### src/rtl/mem_wb_stage.sv
// MEM->WB pipeline register and writeback stage: load extraction, register-file write port,
// misalignment fault pulse and retired-instruction counter.
module mem_wb_stage #(
  parameter int RETIRE_W   = 32,
  parameter int REG_ADDR_W = 5
) (
  input  logic                  clk,
  input  logic                  rst,
  input  logic                  in_valid,
  input  logic [31:0]           Result,
  input  logic [1:0]            AddrLo,
  input  logic                  MemRead,
  input  logic                  MemWrite,
  input  logic [2:0]            LS_op,
  input  logic                  RegWrite,
  input  logic [REG_ADDR_W-1:0] Rd,
  input  logic                  DStall,
  input  logic                  Flush,
  output logic                  RfWe,
  output logic [REG_ADDR_W-1:0] RfWaddr,
  output logic [31:0]           RfWdata,
  output logic                  FwdValid,
  output logic                  MisalignExc,
  output logic [REG_ADDR_W-1:0] MisalignRd,
  output logic [RETIRE_W-1:0]   RetireCount
);

  logic                  vld_p1;
  logic [31:0]           result_p1;
  logic [1:0]            addr_lo_p1;
  logic [2:0]            ls_op_p1;
  logic                  mem_read_p1;
  logic                  mem_write_p1;
  logic                  reg_write_p1;
  logic [REG_ADDR_W-1:0] rd_p1;
  logic [REG_ADDR_W-1:0] waddr_p1;
  logic [RETIRE_W-1:0]   retire_cnt;
  logic                  accept;
  logic                  misaligned;

  function automatic logic [31:0] extract_load(input logic [31:0] w, input logic [1:0] o,
                                               input logic [2:0] op);
    logic [31:0]        sh;
    logic signed [7:0]  b;
    logic signed [15:0] h;
    logic signed [31:0] bs;
    logic signed [31:0] hs;
    logic [31:0]        r;
    sh = w >> {o, 3'b000};
    b  = sh[7:0];
    h  = o[1] ? w[31:16] : w[15:0];
    bs = b;
    hs = h;
    case (op)
      3'b000:  r = bs;
      3'b100:  r = {24'd0, b};
      3'b001:  r = hs;
      3'b101:  r = {16'd0, h};
      default: r = w;
    endcase
    return r;
  endfunction

  // Illegal load encodings fault exactly like misaligned accesses.
  function automatic logic is_misaligned(input logic [1:0] o, input logic [2:0] op);
    logic m;
    case (op)
      3'b000, 3'b100: m = 1'b0;
      3'b001, 3'b101: m = o[0];
      3'b010:         m = (o != 2'b00);
      default:        m = 1'b1;
    endcase
    return m;
  endfunction

  assign accept = in_valid & ~DStall & ~Flush;

  // ---- MEM -> WB boundary ----
  always_ff @(posedge clk or posedge rst) begin
    if (rst) begin
      vld_p1       <= 1'b0;
      result_p1    <= '0;
      addr_lo_p1   <= '0;
      ls_op_p1     <= '0;
      mem_read_p1  <= 1'b0;
      mem_write_p1 <= 1'b0;
      reg_write_p1 <= 1'b0;
      rd_p1        <= '0;
      waddr_p1     <= '0;
    end else begin
      vld_p1       <= accept;
      result_p1    <= Result;
      addr_lo_p1   <= AddrLo;
      ls_op_p1     <= LS_op;
      mem_read_p1  <= MemRead;
      mem_write_p1 <= MemWrite;
      reg_write_p1 <= RegWrite;
      rd_p1        <= Rd;
      if (accept) waddr_p1 <= Rd;
    end
  end

  assign misaligned = mem_read_p1 & is_misaligned(addr_lo_p1, ls_op_p1);

  always_ff @(posedge clk or posedge rst) begin
    if (rst)                         retire_cnt <= '0;
    else if (vld_p1 && !misaligned)  retire_cnt <= retire_cnt + RETIRE_W'(1);
  end

  assign RfWe        = vld_p1 & reg_write_p1 & ~mem_write_p1 & (rd_p1 != '0) & ~misaligned;
  assign FwdValid    = RfWe;
  assign RfWaddr     = waddr_p1;
  assign RfWdata     = mem_read_p1 ? extract_load(result_p1, addr_lo_p1, ls_op_p1) : result_p1;
  assign MisalignExc = vld_p1 & misaligned;
  assign MisalignRd  = MisalignExc ? rd_p1 : '0;
  assign RetireCount = retire_cnt;

endmodule
### config.mk
export PLATFORM = sky130hd
export DESIGN_NAME = mem_wb_stage
export DESIGN_NICKNAME = d
export VERILOG_FILES = /design/src/rtl/mem_wb_stage.sv
export SDC_FILE = /design/constraint.sdc
export NUM_CORES = 1
export LEC_CHECK = 0
export ABC_CLOCK_PERIOD_IN_PS = 6000
export CAP_MARGIN = 20
export CELL_PAD_IN_SITES_DETAIL_PLACEMENT = 2
export CELL_PAD_IN_SITES_GLOBAL_PLACEMENT = 2
export CORE_ASPECT_RATIO = 2
export CORE_MARGIN = 10
export CORE_UTILIZATION = 30
export CTS_CLUSTER_DIAMETER = 30
export DETAILED_ROUTE_END_ITERATION = 8
export PLACE_DENSITY = 0.88
export SLEW_MARGIN = 20
export SYNTH_ARGS = -nofsm -noshare
export SYNTH_HDL_FRONTEND = slang
export SYNTH_SLANG_ARGS = --single-unit
### constraint.sdc
create_clock -name clk -period 6 [get_ports clk]
set_input_delay 0.6 -clock clk [delete_from_list [all_inputs] [get_ports clk]]
set_output_delay 0.6 -clock clk [all_outputs]
set_load 0.005 [all_outputs]
==> results.json, run 1 <==
{
  "synth-edff-count": 0,
  "grt_pass1_vias": 3924,
  "worst-path-buf-inv": 2,
  "clkSinkCount": 83,
  "firstDrtPassIters": 4,
  "clk_latency_ps": 330,
  "synthFlopType": "dfrtp_1",
  "ys_ff_latch": 83,
  "status": "finished clean",
  "synth_area_sq_um": 3720,
  "synth-async-reset-ratio": 1.00,
  "start_util": 0.307,
  "tritoncts": "done",
  "grt_max_degree": 63,
  "slew_violations": 0,
  "grt_setup_unrepaired": "false",
  "drt_iter0_drc": 75,
  "nets": 525,
  "path_clk_slew_ps": 60,
  "dp.cells": 610,
  "io-pin-count": 127,
  "dpl.hpwl_um": 10900,
  "cp_top_family": "simple AND/OR/NAND/NOR gates",
  "post_cts_buffers": 0,
  "globalplace.congestion": 0.775,
  "leakagePower_uw": 0.00245,
  "setup_viol": 0,
  "ant_nets": 0,
  "power.density_nw_per_um2": 283,
  "grt_pass1_wl_um": 22800,
  "worstSetupPathType": "reg2out",
  "grtUsageTotal": 0.166,
  "top_layer_used": "met4",
  "worstSetupEndpointType": "output pin",
  "clock_path_buffers": 2,
  "wl_met1_um": 4560,
  "ys_seq_area_frac": 0.559,
  "drive_gt1_frac": 0.0797,
  "synthCells": 352,
  "start_kind": "register",
  "clock.fmax_mhz": 267,
  "cp_slowest_stage_delay_ps": 690,
  "fin_cells": 624,
  "cts.repair.resized": 0,
  "met2_length_um": 8560,
  "r2r_slack_ps": 3330,
  "grt_antenna_before_repair": 0,
  "portBuffers": 126,
  "cts_inserted_buffers": 9,
  "fin_tns_setup_ps": 0,
  "grt_overflow": 0,
  "synth_nets": 403,
  "num_vias": 3168,
  "cts-hold-fix-buffers": 0,
  "diodes": 0,
  "maxCapViolations": 0,
  "clockRootBuffer": "clkbuf_16",
  "rows": 57,
  "cp_cell_sequence": "nand2b_2 > nor2_1 > o211ai_1 > buf_4 > nand2_1 > clkdlybuf4s50_1",
  "slew-limit-headroom": 0.353,
  "ir_drop_mv": 0.153,
  "min_path_type": "reg2reg",
  "area_growth_pct": 46.8,
  "synth_warnings": 0,
  "min_period_ps": 3750,
  "fin_crit_sh": 0.624,
  "route.met3.wl_um": 956,
  "die-area_sq_um": 17500,
  "syn_avg_cell_area_sq_um": 10.6,
  "cp.arrival_ps": 3150,
  "worstPathRequired_ps": 5400,
  "slowest_stage": "nand2b_2",
  "worst_slew_pin_slew_ps": 970,
  "drc": 0,
  "fp.coreArea_sq_um": 12100,
  "die_x_um": 98.7,
  "wirelength_um": 14300,
  "h-tree-depth": 3,
  "nFillCells": 1296,
  "avgRoutedWirePerCell_um": 22.9,
  "finalHoldViolCount": 0,
  "crit_path_max_fanout": 49,
  "die_height_um": 177,
  "skew_ps": 6.35,
  "ys_types": 42,
  "post_drt_via_cell_ratio": 5.08
}
-- per-layer routing --
metal | vias up | global-route usage
met1 | 1617 | 0.149
met2 | 77 | 0.332
met5 | - | 0
li1 | 1458 | -
met4 | 0 | 0.0462
met3 | 16 | 0.0576
-- registers in the layout (all words and copies together) (netlist names) --
name and cells:
RetireCount 32, RfWaddr 5, addr_lo_p1 2, ls_op_p1 3, mem_read_p1 1, mem_write_p1 1
rd_p1 5, reg_write_p1 1, result_p1 32, vld_p1 1
-- stage by stage --
step | util | hold slack (ps) | power [uW] | area [sq um] | worst slack (ps)
floorplan | - | 468 | 730 | 3720 | 3260
global placement | 0.421 | 467 | 875 | 5100 | 2450
detailed placement | 0.421 | 491 | 889 | 5100 | 2340
CTS | 0.450 | 505 | 1570 | 5450 | 1940
global route | 0.450 | 525 | 1620 | 5460 | 2010
finish | 0.450 | 512 | 1550 | 5460 | 2250
-- cell families after synthesis --
group | after synthesis | synth area share
and+or+nand+nor | 146 | 0.200
DFF | 83 | 0.559
AOI/OAI and AO/OA | 49 | 0.0922
xor gates and xnor gates | 31 | 0.0730
buffers and inverters | 30 | 0.0347
muxes | 12 | 0.0380
adders and majority gates | 1 | 0.00337
-- final timing paths --
| check | startpoint | end | cells after the start |
|---|---|---|---|
| worst max-delay path | ls_op_p1[1] | RfWdata[20] | 6 |
| worst min-delay path | RetireCount[25] | RetireCount[25] | 1 |
| worst max register to register | ls_op_p1[0] | RetireCount[17] | 5 |
| worst min register to register | RetireCount[25] | RetireCount[25] | 1 |
| max in group asynchronous | rst | addr_lo_p1[1] | 3 |
| min in group asynchronous | rst | result_p1[23] | 2 |
-- worst register-to-register path: stages (launching register included) --
cell	delay, ps
dfrtp_1	600
o211ai_1	530
nand2_2	200
nor3_2	770
and3_1	320
xor2_1	170
-- final cells by class --
| cell class | count | area, sq um | area share |
|---|---|---|---|
| clock buffer | 9 | 225 | 0.0413 |
| multi-input combinational | 239 | 1510 | 0.278 |
| timing repair buffer | 128 | 1280 | 0.234 |
| inverter | 13 | 50.0 | 0.00917 |
| tap | 147 | 184 | 0.0337 |
| sequential | 83 | 2080 | 0.381 |
| clock inverter | 5 | 128 | 0.0234 |
-- cells in the final DEF, fill, tap and decap left out, types with 2 or more instances in the layout --
| cell | netlist | layout |
|---|---|---|
| nand4_1 | 13 | 13 |
| nand2b_1 | 3 | 2 |
| and3_1 | 12 | 12 |
| dfrtp_1 | 83 | 82 |
| xnor2_1 | 20 | 20 |
| nor3_2 | 2 | 2 |
| a22oi_1 | 8 | 8 |
| o32ai_1 | 3 | 3 |
| and4_1 | 2 | 2 |
| xor2_1 | 11 | 11 |
| a211oi_1 | 2 | 2 |
| inv_1 | 13 | 12 |
| mux2i_1 | 4 | 4 |
| nor3_1 | 4 | 4 |
| nand4_2 | 3 | 3 |
| mux2_2 | 7 | 7 |
| and2_1 | 2 | 2 |
| a221oi_1 | 3 | 3 |
| o211ai_1 | 2 | 2 |
| clkdlybuf4s50_1 | 0 | 126 |
| buf_4 | 1 | 2 |
| nor2_1 | 23 | 23 |
| o22a_1 | 4 | 4 |
| clkbuf_16 | 0 | 9 |
| a21oi_1 | 16 | 16 |
| nand2_1 | 63 | 63 |
| o22ai_1 | 7 | 7 |
| o21ai_0 | 3 | 3 |
| bufinv_16 | 0 | 4 |
| nand3_1 | 11 | 11 |
-- cell usage after synthesis (all sizes together) (2+ instances only) --
cell | n | area [sq um]
a22oi | 8 | 60.1
dfrtp | 83 | 2080
nand2b | 3 | 18.8
o22a | 4 | 35.0
o32ai | 3 | 26.3
nor3b | 2 | 20.0
a21oi | 16 | 80.1
o211ai | 2 | 15.0
o22ai | 7 | 43.8
clkbuf | 9 | 33.8
nand2 | 64 | 243
and3 | 12 | 75.1
nand3 | 12 | 65.1
xor2 | 11 | 96.3
and2 | 2 | 12.5
a221oi | 3 | 26.3
nand4 | 16 | 119
buf | 8 | 46.3
and4 | 2 | 17.5
inv | 13 | 48.8
mux2i | 4 | 40.0
mux2 | 7 | 78.8
a211oi | 2 | 15.0
xnor2 | 20 | 175
o21ai | 3 | 15.0
nor2 | 23 | 86.3
nor3 | 6 | 40.0
-- where the power goes --
group          switching, uW  total, uW  internal (uW)
Clock                    221        665            444
Combinational           99.3        235            136
Sequential              49.8        645            595
(Power assumes the default switching activity.)
==> run 2, diff against run 1 <==
--- a/config.mk
+++ b/config.mk
@@ -5,16 +5,16 @@
 export SDC_FILE = /design/constraint.sdc
 export NUM_CORES = 1
 export LEC_CHECK = 0
-export ABC_CLOCK_PERIOD_IN_PS = 6000
+export ABC_CLOCK_PERIOD_IN_PS = 3900
 export CAP_MARGIN = 20
 export CELL_PAD_IN_SITES_DETAIL_PLACEMENT = 2
 export CELL_PAD_IN_SITES_GLOBAL_PLACEMENT = 2
 export CORE_ASPECT_RATIO = 2
 export CORE_MARGIN = 10
-export CORE_UTILIZATION = 30
+export CORE_UTILIZATION = 27
 export CTS_CLUSTER_DIAMETER = 30
 export DETAILED_ROUTE_END_ITERATION = 8
-export PLACE_DENSITY = 0.88
+export PLACE_DENSITY = 0.8
 export SLEW_MARGIN = 20
 export SYNTH_ARGS = -nofsm -noshare
 export SYNTH_HDL_FRONTEND = slang
==> constraint.sdc (replaced) <==
create_clock -name clk -period 3.9 [get_ports clk]
set_input_delay 0.39 -clock clk [delete_from_list [all_inputs] [get_ports clk]]
set_output_delay 0.39 -clock clk [all_outputs]
set_load 0.005 [all_outputs]
==> run 2 against run 1 <==
  * Hold slack got worse by 29 ps
  * Clock power grew 36%
  * Critical path depth decreased by 2
  * Utilization shrank 4.6 points
  * Global-route usage is 2.0 points lower
  * Sequential share of layout area barely moved
  * Via count decreased by 0.22%
  * Highest routed layer unchanged
  * Clock-buffer cell count up 1
  * First-iteration DRC count decreased by 12%
  * Final area did not move
  * Combinational power increased by 55%
  * Wire length fell by 5.1%
==> results.json, run 2 (same netlist as run 1, synthesis figures left out) <==
{
  "ir_drop_mv": 0.256,
  "worstPathRequired_ps": 3510,
  "clk_latency_ps": 340,
  "nFillCells": 1458,
  "cts_inserted_buffers": 9,
  "cts.repair.resized": 0,
  "p_seq_frac": 0.437,
  "rows": 60,
  "grtUsageTotal": 0.146,
  "clockRootBuffer": "clkbuf_16",
  "dp.cells": 621,
  "io-pin-count": 127,
  "grt_pass1_wl_um": 21100,
  "wirelength_um": 13600,
  "grt_antenna_before_repair": 0,
  "hp-start": "RetireCount[31]",
  "cp.arrival_ps": 2720,
  "power.internal_uw": 1680,
  "diodes": 0,
  "startpoint": "ls_op_p1[0]",
  "portBuffers": 126,
  "drt_iter0_drc": 66,
  "stdcell_area_sq_um": 5460,
  "h-tree-depth": 3,
  "num_vias": 3161,
  "multi_input_area_sq_um": 1510,
  "die-area_sq_um": 19100,
  "r2r_slack_ps": 1380,
  "switching_share": 0.255,
  "worstSetupPathType": "reg2out",
  "start_kind": "register",
  "drc": 0,
  "avgRoutedWirePerCell_um": 21.3,
  "area_growth_pct": 46.8,
  "drive_gt1_frac": 0.0832,
  "fin_cells": 636,
  "p_comb_frac": 0.162,
  "worstReg2RegStart": "ls_op_p1[0]",
  "globalplace.congestion": 0.773,
  "post_cts_buffers": 0,
  "dpl.hpwl_um": 10700,
  "reg2reg_depth": 5,
  "path_clk_slew_ps": 60,
  "grt_overflow": 0,
  "clock.fmax_mhz": 322,
  "grt_pass1_vias": 3696,
  "final_common_cell": "clkdlybuf4s50_1",
  "clock_path_buffers": 2,
  "crit_path_max_fanout": 15,
  "slew_violations": 0,
  "final_cell_mix": "clkdlybuf4s50_1, dfrtp_1, nand2_1",
  "post_dp_cell_area_sq_um": 5150,
  "worstSetupEndpointType": "output pin",
  "min_path_type": "reg2reg",
  "power_switching_uw": 575,
  "fin_crit_sh": 0.797,
  "worst_slew_pin_slew_ps": 868,
  "min_period_ps": 3110,
  "pwr-share-clk": 0.402,
  "hold_depth": 1,
  "post_drt_via_cell_ratio": 4.97,
  "hold_end": "RetireCount[31]",
  "status": "finished clean",
  "firstDrtPassIters": 4,
  "start_util": 0.275,
  "fin_tns_setup_ps": 0,
  "skew_ps": 4.12,
  "power.density_nw_per_um2": 414,
  "die_x_um": 103,
  "regArea_sq_um": 2080,
  "cts-hold-fix-buffers": 0,
  "r2r_end": "RetireCount[31]",
  "die_height_um": 186,
  "final_core_util": 0.404,
  "setup_viol": 0,
  "leakagePower_uw": 0.00246,
  "nets": 528,
  "grt_max_degree": 59,
  "maxCapViolations": 0,
  "total_power_uw": 2260,
  "grt_setup_unrepaired": "false",
  "fp.coreArea_sq_um": 13500,
  "clkSinkCount": 83,
  "tritoncts": "done",
  "ant_nets": 0,
  "slew-limit-headroom": 0.418,
  "finalHoldViolCount": 0
}
run 2: changes by cell type in the layout (fill, tap and decap cells not counted), sizes merged:
cell      previous run  this run
clkbuf               9        10
buf                  2         5
clkinv               1         3
clkinvlp             1         0
bufinv               4         2
inv                 12        13
run 2: how the worst max path moves through the flow:
stage	end
3_5_place_dp	RfWe
4_1_cts	RfWe
2_1_floorplan	RetireCount[0]
3_3_place_gp	RfWe
6_report	RfWe
5_1_grt	RfWe
run 2: stage by stage:
step           hold slack, ps  setup slack (ps)
2_1_floorplan             421              1370
3_3_place_gp              467              1160
4_1_cts                   475               716
6_report                  483               790
3_5_place_dp              471              1120
5_1_grt                   476               500
run 2: worst max-delay path, cell delays in order (launching register included):
cell	delay [ps]
dfrtp_1	560
o211ai_1	440
nand3_1	330
nor4b_1	460
clkdlybuf4s50_1	590
run 2: area by class of cell:
| type | count | area share |
|---|---|---|
| timing repair buffer | 131 | 0.240 |
| inverter | 13 | 0.00940 |
| sequential | 83 | 0.381 |
| clock inverter | 5 | 0.0144 |
| multi-input combinational | 239 | 0.278 |
| clock buffer | 10 | 0.0420 |
| tap | 155 | 0.0356 |
run 2: power by group through the flow:
stage,clock (uW),combinational (uW),sequential [uW]
finish,907,365,986
detailed placement,0,374,1000
floorplan,0,142,981
global route,962,406,995
global placement,0,361,993
CTS,932,378,987
run 2: metal layers:
metal / part of all wire / global-route usage
met1: 0.31 / 0.133
met2: 0.61 / 0.282
met5: 0 / 0
met3: 0.058 / 0.0449
met4: 0.020 / 0.0588
==> run 3, diff against run 2 <==
--- a/config.mk
+++ b/config.mk
@@ -5,16 +5,16 @@
 export SDC_FILE = /design/constraint.sdc
 export NUM_CORES = 1
 export LEC_CHECK = 0
-export ABC_CLOCK_PERIOD_IN_PS = 3900
+export ABC_CLOCK_PERIOD_IN_PS = 2800
 export CAP_MARGIN = 20
 export CELL_PAD_IN_SITES_DETAIL_PLACEMENT = 2
 export CELL_PAD_IN_SITES_GLOBAL_PLACEMENT = 2
 export CORE_ASPECT_RATIO = 2
 export CORE_MARGIN = 10
-export CORE_UTILIZATION = 27
+export CORE_UTILIZATION = 25
 export CTS_CLUSTER_DIAMETER = 30
 export DETAILED_ROUTE_END_ITERATION = 8
-export PLACE_DENSITY = 0.8
+export PLACE_DENSITY = 0.78
 export SLEW_MARGIN = 20
 export SYNTH_ARGS = -nofsm -noshare
 export SYNTH_HDL_FRONTEND = slang
==> constraint.sdc (replaced) <==
create_clock -name clk -period 2.8 [get_ports clk]
set_input_delay 0.28 -clock clk [delete_from_list [all_inputs] [get_ports clk]]
set_output_delay 0.28 -clock clk [all_outputs]
set_load 0.005 [all_outputs]
==> run 3 against run 2 <==
  * Utilization shrank 2.7 points
  * Combinational power grew 41%
  * Sequential share of layout area shrank 0.68 points
  * Die area grew 6.8%
  * Critical endpoint is now RfWdata[25]
==> results.json, run 3 (same netlist as run 1, synthesis figures left out) <==
{
  "cp_cell_sequence": "buf_4 > mux2_2 > o211ai_1 > buf_4 > nand2_1 > clkdlybuf4s50_1",
  "maxCapViolations": 0,
  "portBuffers": 126,
  "io-pin-count": 127,
  "fin_tns_setup_ps": 0,
  "die_x_um": 106,
  "slew_violations": 0,
  "path_clk_slew_ps": 60,
  "grt_setup_unrepaired": "false",
  "globalplace.congestion": 0.800,
  "cp-endpoint": "RfWdata[25]",
  "h-tree-depth": 3,
  "clk_latency_ps": 330,
  "multi_input_area_sq_um": 1530,
  "cp_top_family": "buffers and inverters",
  "r2r_end": "RetireCount[28]",
  "clock.fmax_mhz": 377,
  "clkSinkCount": 83,
  "rows": 63,
  "grt_antenna_before_repair": 0,
  "nFillCells": 1602,
  "cp.arrival_ps": 2370,
  "crit_path_max_fanout": 15,
  "die_height_um": 192,
  "reg2reg_depth": 5,
  "total_power_uw": 3080,
  "area_growth_pct": 49.4,
  "fp.coreArea_sq_um": 14700,
  "finalHoldViolCount": 0,
  "startpoint": "addr_lo_p1[1]",
  "drt_iter0_drc": 57,
  "clockRootBuffer": "clkbuf_16",
  "drive_gt1_frac": 0.0986,
  "avgRoutedWirePerCell_um": 20.1,
  "grt_max_degree": 84,
  "slowest_stage": "clkdlybuf4s50_1",
  "final_cell_mix": "clkdlybuf4s50_1, dfrtp_1, nand2_1",
  "grt_pass1_vias": 3744,
  "grtUsageTotal": 0.138,
  "ir_drop_mv": 0.394,
  "worstReg2RegStart": "ls_op_p1[0]",
  "slew-limit-headroom": 0.627,
  "post_drt_via_cell_ratio": 4.65,
  "worstSetupEndpointType": "output pin",
  "start_kind": "register",
  "final_common_cell": "clkdlybuf4s50_1",
  "nets": 534,
  "wirelength_um": 13700,
  "tritoncts": "done",
  "worstSetupPathType": "reg2out",
  "r2r_slack_ps": 840,
  "worst_slew_pin_slew_ps": 557,
  "grt_pass1_wl_um": 21900,
  "dp.cells": 667,
  "worstPathRequired_ps": 2520,
  "num_vias": 3168,
  "setup_viol": 0,
  "grt_overflow": 0,
  "clock_path_buffers": 2,
  "diodes": 0,
  "path_common_cell": "buf_4",
  "crit_cells": 6,
  "start_util": 0.252,
  "min_path_type": "in2async",
  "dpl.hpwl_um": 10800,
  "firstDrtPassIters": 4,
  "status": "finished clean",
  "leakagePower_uw": 0.00248,
  "cts_inserted_buffers": 9,
  "die-area_sq_um": 20400,
  "worst-path-buf-inv": 3,
  "min_period_ps": 2650,
  "fin_crit_sh": 0.947,
  "power.density_nw_per_um2": 554,
  "ant_nets": 0,
  "cp_slowest_stage_delay_ps": 460,
  "drc": 0,
  "skew_ps": 4.66,
  "regArea_sq_um": 2080,
  "fin_cells": 682
}
[run 3: final cells by class]
class                           count  share of cell area
Inverter                           13             0.00901
Timing Repair Buffer              137               0.244
Multi-Input combinational cell    239               0.276
Sequential cell                    83               0.374
Tap cell                          195              0.0439
Clock buffer                       13              0.0469
Clock inverter                      2             0.00631
[run 3: timing repair]
action,in CTS,in global routing
setup buffers,0,0
gates resized for setup,0,4
setup endpoints to repair,0,14
hold buffers,0,0
[run 3: routing by layer]
layer | up-vias | share of wire | track usage
li1 | 1475 | - | -
met4 | 0 | 0.013 | 0.0429
met3 | 11 | 0.061 | 0.0468
met5 | - | 0 | 0
met2 | 73 | 0.59 | 0.270
met1 | 1609 | 0.33 | 0.130
[run 3: worst register-to-register path, stage by stage, from the launching register on]
cell,delay [ps]
dfrtp_1,430
o311ai_4,400
nand3_2,250
nor4_4,400
nand4_1,190
xnor2_1,170
[run 3: worst min-delay path by stage]
| stage | startpoint | to | slack [ps] |
|---|---|---|---|
| after floorplan | AddrLo[0] | addr_lo_p1[0] | 310 |
| after global placement | RetireCount[31] | RetireCount[31] | 470 |
| after detailed placement | RetireCount[31] | RetireCount[31] | 470 |
| after CTS | Result[4] | result_p1[4] | 370 |
| after global routing | Result[24] | result_p1[24] | 370 |
| final | rst | result_p1[23] | 350 |
[run 3: power by group]
part	switching, uW	internal, uW	leakage (uW)
registers	94.2	1280	0.00104
clock network	459	734	0.000146
logic	216	299	0.00130
[run 3: stage by stage]
step | utilization | setup WS, ps | hold slack, ps | cell area [sq um]
after floorplan | - | 383 | 311 | 3720
after global placement | 0.356 | 435 | 466 | 5240
after detailed placement | 0.356 | 377 | 475 | 5240
after CTS | 0.376 | 0.647 | 368 | 5540
after global routing | 0.377 | 10.3 | 369 | 5550
final | 0.377 | 150 | 347 | 5550
